--- src/rtl/muldiv_pkg.sv ---
// Shared constants for the RV32M multiply/divide sequencer: funct3 codes,
// FSM state encodings and the RISC-V special-case result values.
package muldiv_pkg;

    localparam int XLEN  = 32;
    localparam int CNT_W = 5;

    localparam logic [2:0] F3_MUL    = 3'b000;
    localparam logic [2:0] F3_MULH   = 3'b001;
    localparam logic [2:0] F3_MULHSU = 3'b010;
    localparam logic [2:0] F3_MULHU  = 3'b011;
    localparam logic [2:0] F3_DIV    = 3'b100;
    localparam logic [2:0] F3_DIVU   = 3'b101;
    localparam logic [2:0] F3_REM    = 3'b110;
    localparam logic [2:0] F3_REMU   = 3'b111;

    localparam logic [XLEN-1:0] DIV_BY_ZERO_Q = 32'hFFFF_FFFF;
    localparam logic [XLEN-1:0] INT_MIN       = 32'h8000_0000;

    typedef enum logic [2:0] {
        ST_IDLE = 3'd0,
        ST_PREP = 3'd1,
        ST_RUN  = 3'd2,
        ST_FIX  = 3'd3,
        ST_DONE = 3'd4
    } state_e;

    // Bit 2 of funct3 separates the divide family from the multiply family.
    function automatic logic is_div_op(input logic [2:0] f3);
        return f3[2];
    endfunction

endpackage

--- src/rtl/muldiv_step.sv ---
// One iteration of the sequencer: shift-add multiply (LSB first) or
// restoring divide (MSB first) on a 64-bit {high, low} accumulator.
module muldiv_step
    import muldiv_pkg::*;
(
    input  logic [2*XLEN-1:0] acc_i,
    input  logic [XLEN-1:0]   opnd_i,
    input  logic              is_div_i,
    output logic [2*XLEN-1:0] acc_o
);

    logic [XLEN:0] mul_sum;
    logic [XLEN:0] rem_shift;
    logic [XLEN:0] trial;

    // Multiply: low half holds the remaining multiplier bits, high half the partial product.
    assign mul_sum   = {1'b0, acc_i[2*XLEN-1:XLEN]} + (acc_i[0] ? {1'b0, opnd_i} : '0);
    // Divide: high half is the partial remainder, low half shifts dividend out and quotient in.
    assign rem_shift = acc_i[2*XLEN-1:XLEN-1];
    assign trial     = rem_shift - {1'b0, opnd_i};

    always_comb begin
        acc_o = '0;
        if (!is_div_i) begin
            acc_o = {mul_sum, acc_i[XLEN-1:1]};
        end else if (trial[XLEN]) begin
            acc_o = {rem_shift[XLEN-1:0], acc_i[XLEN-2:0], 1'b0};
        end else begin
            acc_o = {trial[XLEN-1:0], acc_i[XLEN-2:0], 1'b1};
        end
    end

endmodule

--- src/rtl/muldiv_seq.sv ---
// RV32M multi-cycle multiply/divide sequencer: IDLE -> PREP -> RUN x32 -> FIX -> DONE,
// with a direct IDLE -> DONE path for divide-by-zero and signed overflow.
module muldiv_seq
    import muldiv_pkg::*;
(
    input  logic            clk,
    input  logic            rst,
    input  logic            start,
    input  logic [2:0]      funct3,
    input  logic [XLEN-1:0] a,
    input  logic [XLEN-1:0] b,
    output logic            busy,
    output logic            done,
    output logic [XLEN-1:0] result
);

    state_e            state_q, state_d;
    logic [CNT_W-1:0]  cnt_q, cnt_d;
    logic [2:0]        op_q, op_d;
    logic [XLEN-1:0]   a_q, a_d, b_q, b_d;
    logic [XLEN-1:0]   opnd_q, opnd_d;
    logic [2*XLEN-1:0] acc_q, acc_d;
    logic              neg_q, neg_d;
    logic              busy_q, busy_d;
    logic              done_q, done_d;
    logic [XLEN-1:0]   result_q, result_d;

    logic [2*XLEN-1:0] step_acc;
    logic              a_signed, b_signed, a_neg, b_neg;
    logic [XLEN-1:0]   a_mag, b_mag;
    logic [2*XLEN-1:0] prod_fix;
    logic [XLEN-1:0]   quot_fix, rem_fix;

    muldiv_step u_step (
        .acc_i    (acc_q),
        .opnd_i   (opnd_q),
        .is_div_i (is_div_op(op_q)),
        .acc_o    (step_acc)
    );

    assign a_signed = is_div_op(op_q) ? !op_q[0] : (op_q != F3_MULHU);
    assign b_signed = is_div_op(op_q) ? !op_q[0] : !op_q[1];
    assign a_neg    = a_signed && a_q[XLEN-1];
    assign b_neg    = b_signed && b_q[XLEN-1];
    assign a_mag    = a_neg ? (~a_q + 1'b1) : a_q;
    assign b_mag    = b_neg ? (~b_q + 1'b1) : b_q;

    assign prod_fix = neg_q ? (~acc_q + 1'b1) : acc_q;
    assign quot_fix = neg_q ? (~acc_q[XLEN-1:0] + 1'b1) : acc_q[XLEN-1:0];
    assign rem_fix  = neg_q ? (~acc_q[2*XLEN-1:XLEN] + 1'b1) : acc_q[2*XLEN-1:XLEN];

    always_comb begin
        // NOTE: every _d gets a default first so no path through the case infers a latch.
        state_d  = state_q;
        cnt_d    = cnt_q;
        op_d     = op_q;
        a_d      = a_q;
        b_d      = b_q;
        opnd_d   = opnd_q;
        acc_d    = acc_q;
        neg_d    = neg_q;
        result_d = result_q;

        case (state_q)
            ST_IDLE: begin
                if (start) begin
                    op_d = funct3;
                    a_d  = a;
                    b_d  = b;
                    if (is_div_op(funct3) && b == '0) begin
                        state_d  = ST_DONE;
                        result_d = funct3[1] ? a : DIV_BY_ZERO_Q;
                    end else if (is_div_op(funct3) && !funct3[0] && a == INT_MIN && b == '1) begin
                        state_d  = ST_DONE;
                        result_d = funct3[1] ? '0 : INT_MIN;
                    end else begin
                        state_d = ST_PREP;
                    end
                end
            end
            ST_PREP: begin
                cnt_d   = '0;
                state_d = ST_RUN;
                if (is_div_op(op_q)) begin
                    acc_d  = {{XLEN{1'b0}}, a_mag};
                    opnd_d = b_mag;
                    neg_d  = op_q[1] ? a_neg : (a_neg ^ b_neg);
                end else begin
                    acc_d  = {{XLEN{1'b0}}, b_mag};
                    opnd_d = a_mag;
                    neg_d  = a_neg ^ b_neg;
                end
            end
            ST_RUN: begin
                acc_d = step_acc;
                cnt_d = cnt_q + 1'b1;
                if (cnt_q == CNT_W'(XLEN - 1)) begin
                    state_d = ST_FIX;
                end
            end
            ST_FIX: begin
                state_d = ST_DONE;
                if (is_div_op(op_q)) begin
                    result_d = op_q[1] ? rem_fix : quot_fix;
                end else begin
                    result_d = (op_q == F3_MUL) ? prod_fix[XLEN-1:0] : prod_fix[2*XLEN-1:XLEN];
                end
            end
            ST_DONE: state_d = ST_IDLE;
            default: state_d = ST_IDLE;
        endcase

        busy_d = (state_d == ST_PREP) || (state_d == ST_RUN) || (state_d == ST_FIX);
        done_d = (state_d == ST_DONE);
    end

    // NOTE: non-blocking assignments here so every flop samples the pre-edge _d values.
    always_ff @(posedge clk or posedge rst) begin
        if (rst) begin
            state_q  <= ST_IDLE;
            cnt_q    <= '0;
            op_q     <= '0;
            a_q      <= '0;
            b_q      <= '0;
            opnd_q   <= '0;
            acc_q    <= '0;
            neg_q    <= 1'b0;
            busy_q   <= 1'b0;
            done_q   <= 1'b0;
            result_q <= '0;
        end else begin
            state_q  <= state_d;
            cnt_q    <= cnt_d;
            op_q     <= op_d;
            a_q      <= a_d;
            b_q      <= b_d;
            opnd_q   <= opnd_d;
            acc_q    <= acc_d;
            neg_q    <= neg_d;
            busy_q   <= busy_d;
            done_q   <= done_d;
            result_q <= result_d;
        end
    end

    assign busy   = busy_q;
    assign done   = done_q;
    assign result = result_q;

endmodule
--- config.mk ---
export PLATFORM = sky130hd
export DESIGN_NAME = muldiv_seq
export DESIGN_NICKNAME = d
export VERILOG_FILES = /design/src/rtl/muldiv_pkg.sv /design/src/rtl/muldiv_step.sv /design/src/rtl/muldiv_seq.sv
export SDC_FILE = /design/constraint.sdc
export NUM_CORES = 1
export LEC_CHECK = 0
export ABC_AREA = 1
export CAP_MARGIN = 20
export CORE_MARGIN = 4
export CORE_UTILIZATION = 40
export DETAILED_ROUTE_END_ITERATION = 8
export HOLD_SLACK_MARGIN = 0.08
export SLEW_MARGIN = 20
export SYNTH_ARGS = -nofsm -noshare
export SYNTH_HDL_FRONTEND = slang
export SYNTH_SLANG_ARGS = --single-unit
--- constraint.sdc ---
create_clock -name clk -period 7.4 [get_ports clk]
set_clock_uncertainty 0.2 [all_clocks]
set_input_delay 1.48 -clock clk [delete_from_list [all_inputs] [get_ports clk]]
set_output_delay 1.48 -clock clk [all_outputs]
set_load 0.01 [all_outputs]
# Yosys cells after proc, flatten, opt, wreduce, memory -nomap -nowiden
# Index checks and enable logic that the tools add are counted.
# totals
ff_bits	206
out_inout_bits	34
# op_classes
add_sub_neg	8
n_eq_ne	13
mux	30
bitwise_logic	6
n_reduce_logical	18
# ops
op	n
$mux W32	15
$mux W64	3
$add A32 B1 Y32 const B	4
$not A32 Y32	4
$pmux W64 S2	1
$add A64 B1 Y64 const B	1
$eq A32 B32 Y1 const B	2
$not A64 Y64	1
$pmux W32 S2	1
$add A32 B33 Y33	1
$sub A33 B32 Y33	1
$logic_not A32 Y1	1
$eq A3 B2 Y1 const B	4
$mux W3	4
$pmux W3 S4	1
$pmux W5 S2	1
$eq A3 B1 Y1 const B	2
$logic_and A1 B1 Y1	6
$logic_not A3 Y1	2
$add A5 B1 Y5 const B	1
$eq A5 B5 Y1 const B	1
$mux W1	4
$reduce_bool A2 Y1	2
$eq A3 B3 Y1 const B	1
other kinds (8)	11

# Longest topological paths before layout
# Gate-level depths: netlist (run 1).
# depth
depth_word	11
mapped_depth	20

# Modules after synthesis
# From an unflattened synthesis (run 1), not the netlist that was laid out.
# hier_totals
cells_unflattened	3685
area_unflattened_um2	21317.9
# by_module_without_submodules
module	n_inst	cells_per_inst	area_per_inst_um2	seq_area_each_um2
muldiv_seq	1	2377	14961.8	5154.9
muldiv_step	1	1308	6356.1	0.0

# Least setup slack after synthesis (run 1)
# Ideal clock, no wire load.
# synth_timing
path_type	input -> register
start	in b[25]
end	reg result_q[21] (netlist: result[21])
setup_time_ns	0.122
arrival_time_ns	2.663
path_slack_ns	4.415
stages	10
path_buffers	2
cell_sequence	inv_1 -> nand2_1 -> nor4_1 -> nand2_1 -> nand2_1 -> nand2_1 -> buf_2 -> buf_2 -> a21oi_1 -> a21oi_1
# synth_via
elab_chain_cells	5
# synth_rtl
element	line_no	rtl
start: declaration	muldiv_seq.sv:11	input logic [XLEN-1:0] b,
$logic_not A32 Y1	muldiv_seq.sv:70	if (is_div_op(funct3) && b == '0) begin
$logic_and A1 B1 Y1	muldiv_seq.sv:70	
$mux W32	muldiv_seq.sv:70	
$mux W32	muldiv_seq.sv:66	if (start) begin
$pmux W32 S2	muldiv_seq.sv:64	case (state_q)
end signal: assignment	muldiv_seq.sv:142	result_q <= result_d;
end: declaration	muldiv_seq.sv:26	logic [XLEN-1:0] result_q, result_d;
# Several ways; a longest one is shown, not always the timed one. The select of a mux whose other input is x is not followed.
# A chain may end at the register's enable or synchronous reset.

# Worst setup path in the final report (run 1)
# layout_timing
start	in b[3]
end	reg result_q[4] (netlist: result[4])
# Same word-level chain as after synthesis.

==> results of run 1 <==
[per-stage QoR]
step	util (%)	hold WS [ns]	worst slack, ns	instances
global route	45.32	0.3175	2.542	4191
CTS	45.32	0.2798	2.917	4191
global placement	43.66	0.2680	2.388	4145
finish	45.33	0.2832	2.798	4193
detailed placement	43.66	0.2721	2.301	4145
floorplan	-	0.2404	0.09587	3482
[worst paths after layout]
path / start / endpoint / slack, ns / cells after the start
worst max-delay path: b[3] / result[4] / 2.80 / 13
worst min-delay path: cnt_q[3] / cnt_q[3] / 0.28 / 1
worst max register to register: op_q[2] / opnd_q[24] / 3.27 / 8
worst min register to register: cnt_q[3] / cnt_q[3] / 0.28 / 1
max in group asynchronous: rst / result[1] / 4.65 / 3
min in group asynchronous: rst / b_q[2] / 1.16 / 2
[registers in the layout, indices dropped and copies added (netlist names)]
register	cells
busy	1
acc_q	64
cnt_q	5
result	32
a_q	32
op_q	3
neg_q	1
state_q	3
done	1
b_q	32
opnd_q	32
[report_power, final]
group	leakage, uW	switching [uW]	internal (uW)
clock	0.000412	581	730
combinational	0.00865	6120	2770
sequential	0.00253	856	1670
[cells by family after synthesis]
logic type / share of synthesized area, %
buffers and inverters: 11.45
xor gates and xnor gates: 3.473
AOI/OAI and AO/OA: 14.44
DFF: 25.24
adders and majority gates: 4.484
and+or+nand+nor: 40.92
[layer usage]
| layer | track usage (%) | share of wire (%) |
|---|---|---|
| met1 | 41.05 | 42 |
| met2 | 49.46 | 45 |
| met3 | 5.224 | 7.9 |
| met5 | 0 | 0 |
| met4 | 13.70 | 5.6 |
[synth_stat cells, types with 20 or more instances]
cell type	n
ha_1	70
clkbuf_1	93
a21oi_1	152
buf_2	20
nor3_1	26
nor2_1	361
o21ai_1	25
dfrtp_1	206
nand3_1	384
o211ai_1	44
xor2_1	66
o21ai_0	246
nand4_1	49
inv_1	448
nand2_1	1099
[worst max-delay path: stages]
cell,delay [ns]
clkdlybuf4s50_1,0.42
inv_1,0.07
nand2_1,0.08
nor3_1,0.44
nand3_1,0.13
nor2_1,0.21
nand2_1,0.12
nand2_1,0.19
nand2_1,0.47
nand2_2,0.80
o21ai_0,0.21
o21ai_0,0.12
nand2_1,0.10
[cell type report]
class                      instances  area [um^2]
clock buffer                      31        678.2
clock inverter                    15        160.2
sequential                       206         5160
timing repair buffer             125         1209
inverter                         469         1775
tap                              672        840.8
multi-input combinational       2673        12960
antenna                            2        5.005
fill                            5590        27480
==> metrics.cfg, run 1 <==
[synth]
synth_flop_cell=dfrtp_1
synth.avg_cell_area_um2=5.866
yosys-top-cells-area=dfrtp_1 (25%), nand2_1 (20%), nand3_1 (9.4%), inv_1 (8.2%), nor2_1 (6.6%)
syn_nets=3624
ys_types=52
synthesis.instances=3482
synth_top_area_share_pct=25.24
yosys.area.top_type=dfrtp_1
syn_area_mm2=0.02043
ys_warn_count=0
synth_edf_count=0
ys_ff_latch=206
yosysSeqAreaShare_pct=25.24
synthArstFlopShare_pct=100.0

[routing]
wire_per_inst_um=20.52
drc_errors=0
dr.pass1.iters=7
wirelength_um=86030
vias=23100
vias_per_cell=5.509
antenna_left=0
dr.first_iter.drc_count=2487

[setup_path]
end_kind=flip-flop
worstPathArrival_ns=4.85
path_class=in2reg
critical_path_required_ns=7.65
worstPathMaxFanout=46
start_kind=primary input

[layout]
syn_to_final_growth_pct=11.57
fin_area_mm2=0.02279
layout_common_cells=nand2_1 (1099), inv_1 (446), nand3_1 (383)
fin_nets=3642
drive_above_1_share_pct=3.808
final_common_cell=nand2_1

[clock_tree]
cts_max_level=1
cts_tree=done
cts_root_buf=clkbuf_16
clk_pin_slew_ns=0.06
insertion_delay_ns=0.59
cts_buffers=25
clk_path_buf_depth=3
cts-hold-fix-buffers=0
cts_resized=0
cts_sinks=206
post_cts_buffers=0

[status]
run_status=completed

[sta]
maxSlewViolCount=0
worst_pin_slew_ns=1.045
period_needed_ns=4.602
rsz0062_at_grt=false
setup_viol=0
fmax_ghz=0.2173
slew_headroom_pct=30.35
period_share_pct=62.19
hold_viol=0
setup_tns_ns=0

[global_route]
grt_overflow=0
grt_first_pass_wirelength_um=129800
antenna_found_initial=2
grt_max_degree=137
grt_pass1_vias=21190
grt.total_usage_pct=30.89

[floorplan]
core_region_area_mm2=0.05027
fp.dieW_um=234.0
dieArea_mm2=0.05475
std_cell_rows=82
boundaryPins=104
initial_utilization_pct=40.63
die_h_um=234.0

[placement]
portBuffers=103
placed_area_mm2=0.02195
place_congestion=1.006
hpwl_um=67590

[worst_hold_path]
hp-class=reg2reg

[pwr]
ir_drop_v=0.0002846
p_leak_uw=0.01159
p_total_uw=12730
powerDensity_mw_per_mm2=558.5

[run]
drv_cap=0

Note: power is estimated with default switching activity, not from simulation.
==> inputs of run 2 (changes only) <==
==> constraint.sdc (replaced) <==
create_clock -name clk -period 4.4 [get_ports clk]
set_clock_uncertainty 0.2 [all_clocks]
set_input_delay 0.88 -clock clk [delete_from_list [all_inputs] [get_ports clk]]
set_output_delay 0.88 -clock clk [all_outputs]
set_load 0.01 [all_outputs]
==> run 2 against run 1 <==
Largest power group unchanged. Via count rose by 0.75%. Non-clock buffer count rose by 22. Combinational power rose by 72%.
==> metrics.cfg, run 2 (synthesized netlist as in run 1, its figures left out) <==
[clock_tree]
cts_resized=0  ; unchanged
cts_sinks=206  ; unchanged
cts_tree=done  ; unchanged
cts-hold-fix-buffers=0  ; unchanged
cts_max_level=1  ; unchanged
cts_root_buf=clkbuf_16  ; unchanged
post_cts_buffers=0  ; unchanged
cts_buffers=27  ; was 25
insertion_delay_ns=0.60  ; was 0.59 ns
clk_pin_slew_ns=0.06  ; about the same
clk_path_buf_depth=3  ; unchanged

[sta]
setup_viol=0  ; unchanged
maxSlewViolCount=0  ; unchanged
hold_viol=0  ; unchanged
fmax_ghz=0.2983
worst_pin_slew_ns=1.056  ; was 1.045 ns
rsz0062_at_grt=false  ; unchanged
slew_headroom_pct=29.50  ; was 30.35%
period_needed_ns=3.353
setup_tns_ns=0  ; unchanged
period_share_pct=76.20

[routing]
dr.pass1.iters=6  ; was 7
drc_errors=0  ; unchanged
dr.first_iter.drc_count=2557  ; was 2487
antenna_left=0  ; unchanged
wire_per_inst_um=20.45  ; was 20.52 um
wirelength_um=86170  ; was 86030 um
vias=23270  ; was 23100
vias_per_cell=5.523  ; was 5.509

[layout]
drive_above_1_share_pct=4.404  ; was 3.808%
final_common_cell=nand2_1  ; unchanged
stdcell_count=4214  ; was 4193
layout_common_cells=nand2_1 (1099), inv_1 (447), nand3_1 (383)  ; was nand2_1 (1099), inv_1 (446), nand3_1 (383)
antennaDiodeCount=0  ; was 2
largest_reg_flops=64  ; unchanged
top_register=acc_q  ; unchanged
fin_nets=3666  ; was 3642
syn_to_final_growth_pct=13.07  ; was 11.57%

[setup_path]
worstPathCellList=buf_4 > nand2_1 > inv_1 > ha_1 > inv_1 > fa_1 > o21ai_0 > buf_4 > nand2_1 > nand2_1 > nand2_1 > nand2_1 > nand2_1 > nand4_1 > nand3_1 > nand2_1 > inv_1 > nand2_1 > nand2_1  ; was clkdlybuf4s50_1 > inv_1 > nand2_1 > nor3_1 > nand3_1 > nor2_1 > nand2_1 > nand2_1 > nand2_1 > nand2_2 > o21ai_0 > o21ai_0 > nand2_1
worstPathMaxFanout=33  ; was 46
path_class=reg2reg  ; was in2reg
crit_family=simple AND/OR/NAND/NOR gates  ; unchanged
start_kind=flip-flop  ; was primary input
worstReg2RegStart=acc_q[0]  ; was op_q[2]
critical_path_required_ns=4.67  ; was 7.65 ns
crit_start=acc_q[0]  ; was b[3]
crit_cells=19  ; was 13
slowest_delay_ns=0.41  ; was 0.80 ns
crit_top_cell=nand2_1  ; unchanged
worstPathArrival_ns=3.62  ; was 4.85 ns
end_kind=flip-flop  ; unchanged
regToRegSetupSlack_ns=1.05  ; was 3.27 ns
r2r_cells=19  ; was 8
regToRegEndpoint=acc_q[57]  ; was opnd_q[24]
timing.critical_path.to=acc_q[57]  ; was result[4]
critPathBufInv=5  ; was 2
cp_slowest_cell=fa_1  ; was nand2_2

[global_route]
antenna_found_initial=2  ; unchanged
grt_max_degree=177  ; was 137
grt.total_usage_pct=30.81  ; was 30.89%
grt_first_pass_wirelength_um=129500  ; was 129800 um
grt_pass1_vias=21170  ; was 21190
grt_overflow=0  ; unchanged

[floorplan]
boundaryPins=104  ; unchanged
dieArea_mm2=0.05475  ; unchanged
initial_utilization_pct=40.63  ; unchanged
core_region_area_mm2=0.05027  ; unchanged
std_cell_rows=82  ; unchanged
fp.dieW_um=234.0  ; unchanged
die_h_um=234.0  ; unchanged

[pwr]
ir_drop_v=0.0005596  ; was 0.0002846 V
powerDensity_mw_per_mm2=941.2  ; was 558.5 mW/mm^2
p_leak_uw=0.01176  ; was 0.01159 uW

[placement]
placed_cells=4167  ; was 4145
portBuffers=103  ; unchanged
hpwl_um=68420  ; was 67590 um
place_congestion=1.011  ; was 1.006

[run]
drv_cap=0  ; unchanged

[status]
run_status=completed  ; unchanged

[worst_hold_path]
hp-class=reg2reg  ; unchanged

==> run 2: layout make-up <==
type | instances | area [um^2]
clock buffers | 34 | 732.0
clock inverters | 13 | 193.9
fillers | 5444 | 27180
inverters | 469 | 1772
multi-input cells | 2673 | 12960
flip-flops and latches | 206 | 5160
well taps | 672 | 840.8
repair buffers | 147 | 1436
==> run 2: worst min path at each step <==
stage                        start  endpoint  slack (ns)  depth (start not counted)
final                     cnt_q[3]  cnt_q[3]        0.27                          1
after global routing      cnt_q[3]  cnt_q[3]        0.30                          1
after CTS                 cnt_q[3]  cnt_q[3]        0.27                          1
after detailed placement  cnt_q[3]  cnt_q[3]        0.26                          1
after global placement    cnt_q[3]  cnt_q[3]        0.26                          1
after floorplan           cnt_q[3]  cnt_q[3]        0.24                          1
==> run 2: routing by layer <==
metal	routed length [um]	global-route usage [%]	vias to the layer above
met1	35240	40.49	10660
met5	13	0	-
li1	-	-	11300
met3	6905	4.361	235
met4	5542	15.69	2
met2	38470	49.53	1070
==> run 2: power breakdown <==
| group | switching [uW] | internal (uW) |
|---|---|---|
| combinational | 10500 | 4740 |
| sequential | 1270 | 2810 |
| clock | 971 | 1410 |
| total | 12800 | 8970 |
==> run 2: through the flow <==
| stage | instance area, um^2 | util [%] | total power, uW | worst slack [ns] | hold slack, ns |
|---|---|---|---|---|---|
| after detailed placement | 22170 | 44.10 | 18950 | 0.7886 | 0.2619 |
| final | 23100 | 45.94 | 21740 | 1.047 | 0.2674 |
| after CTS | 23100 | 45.94 | 21420 | 1.117 | 0.2690 |
| after global placement | 22170 | 44.10 | 18950 | 0.8228 | 0.2610 |
| after global routing | 23100 | 45.94 | 23440 | 0.8067 | 0.2953 |
| after floorplan | 20430 | - | 13980 | 0.6477 | 0.2404 |
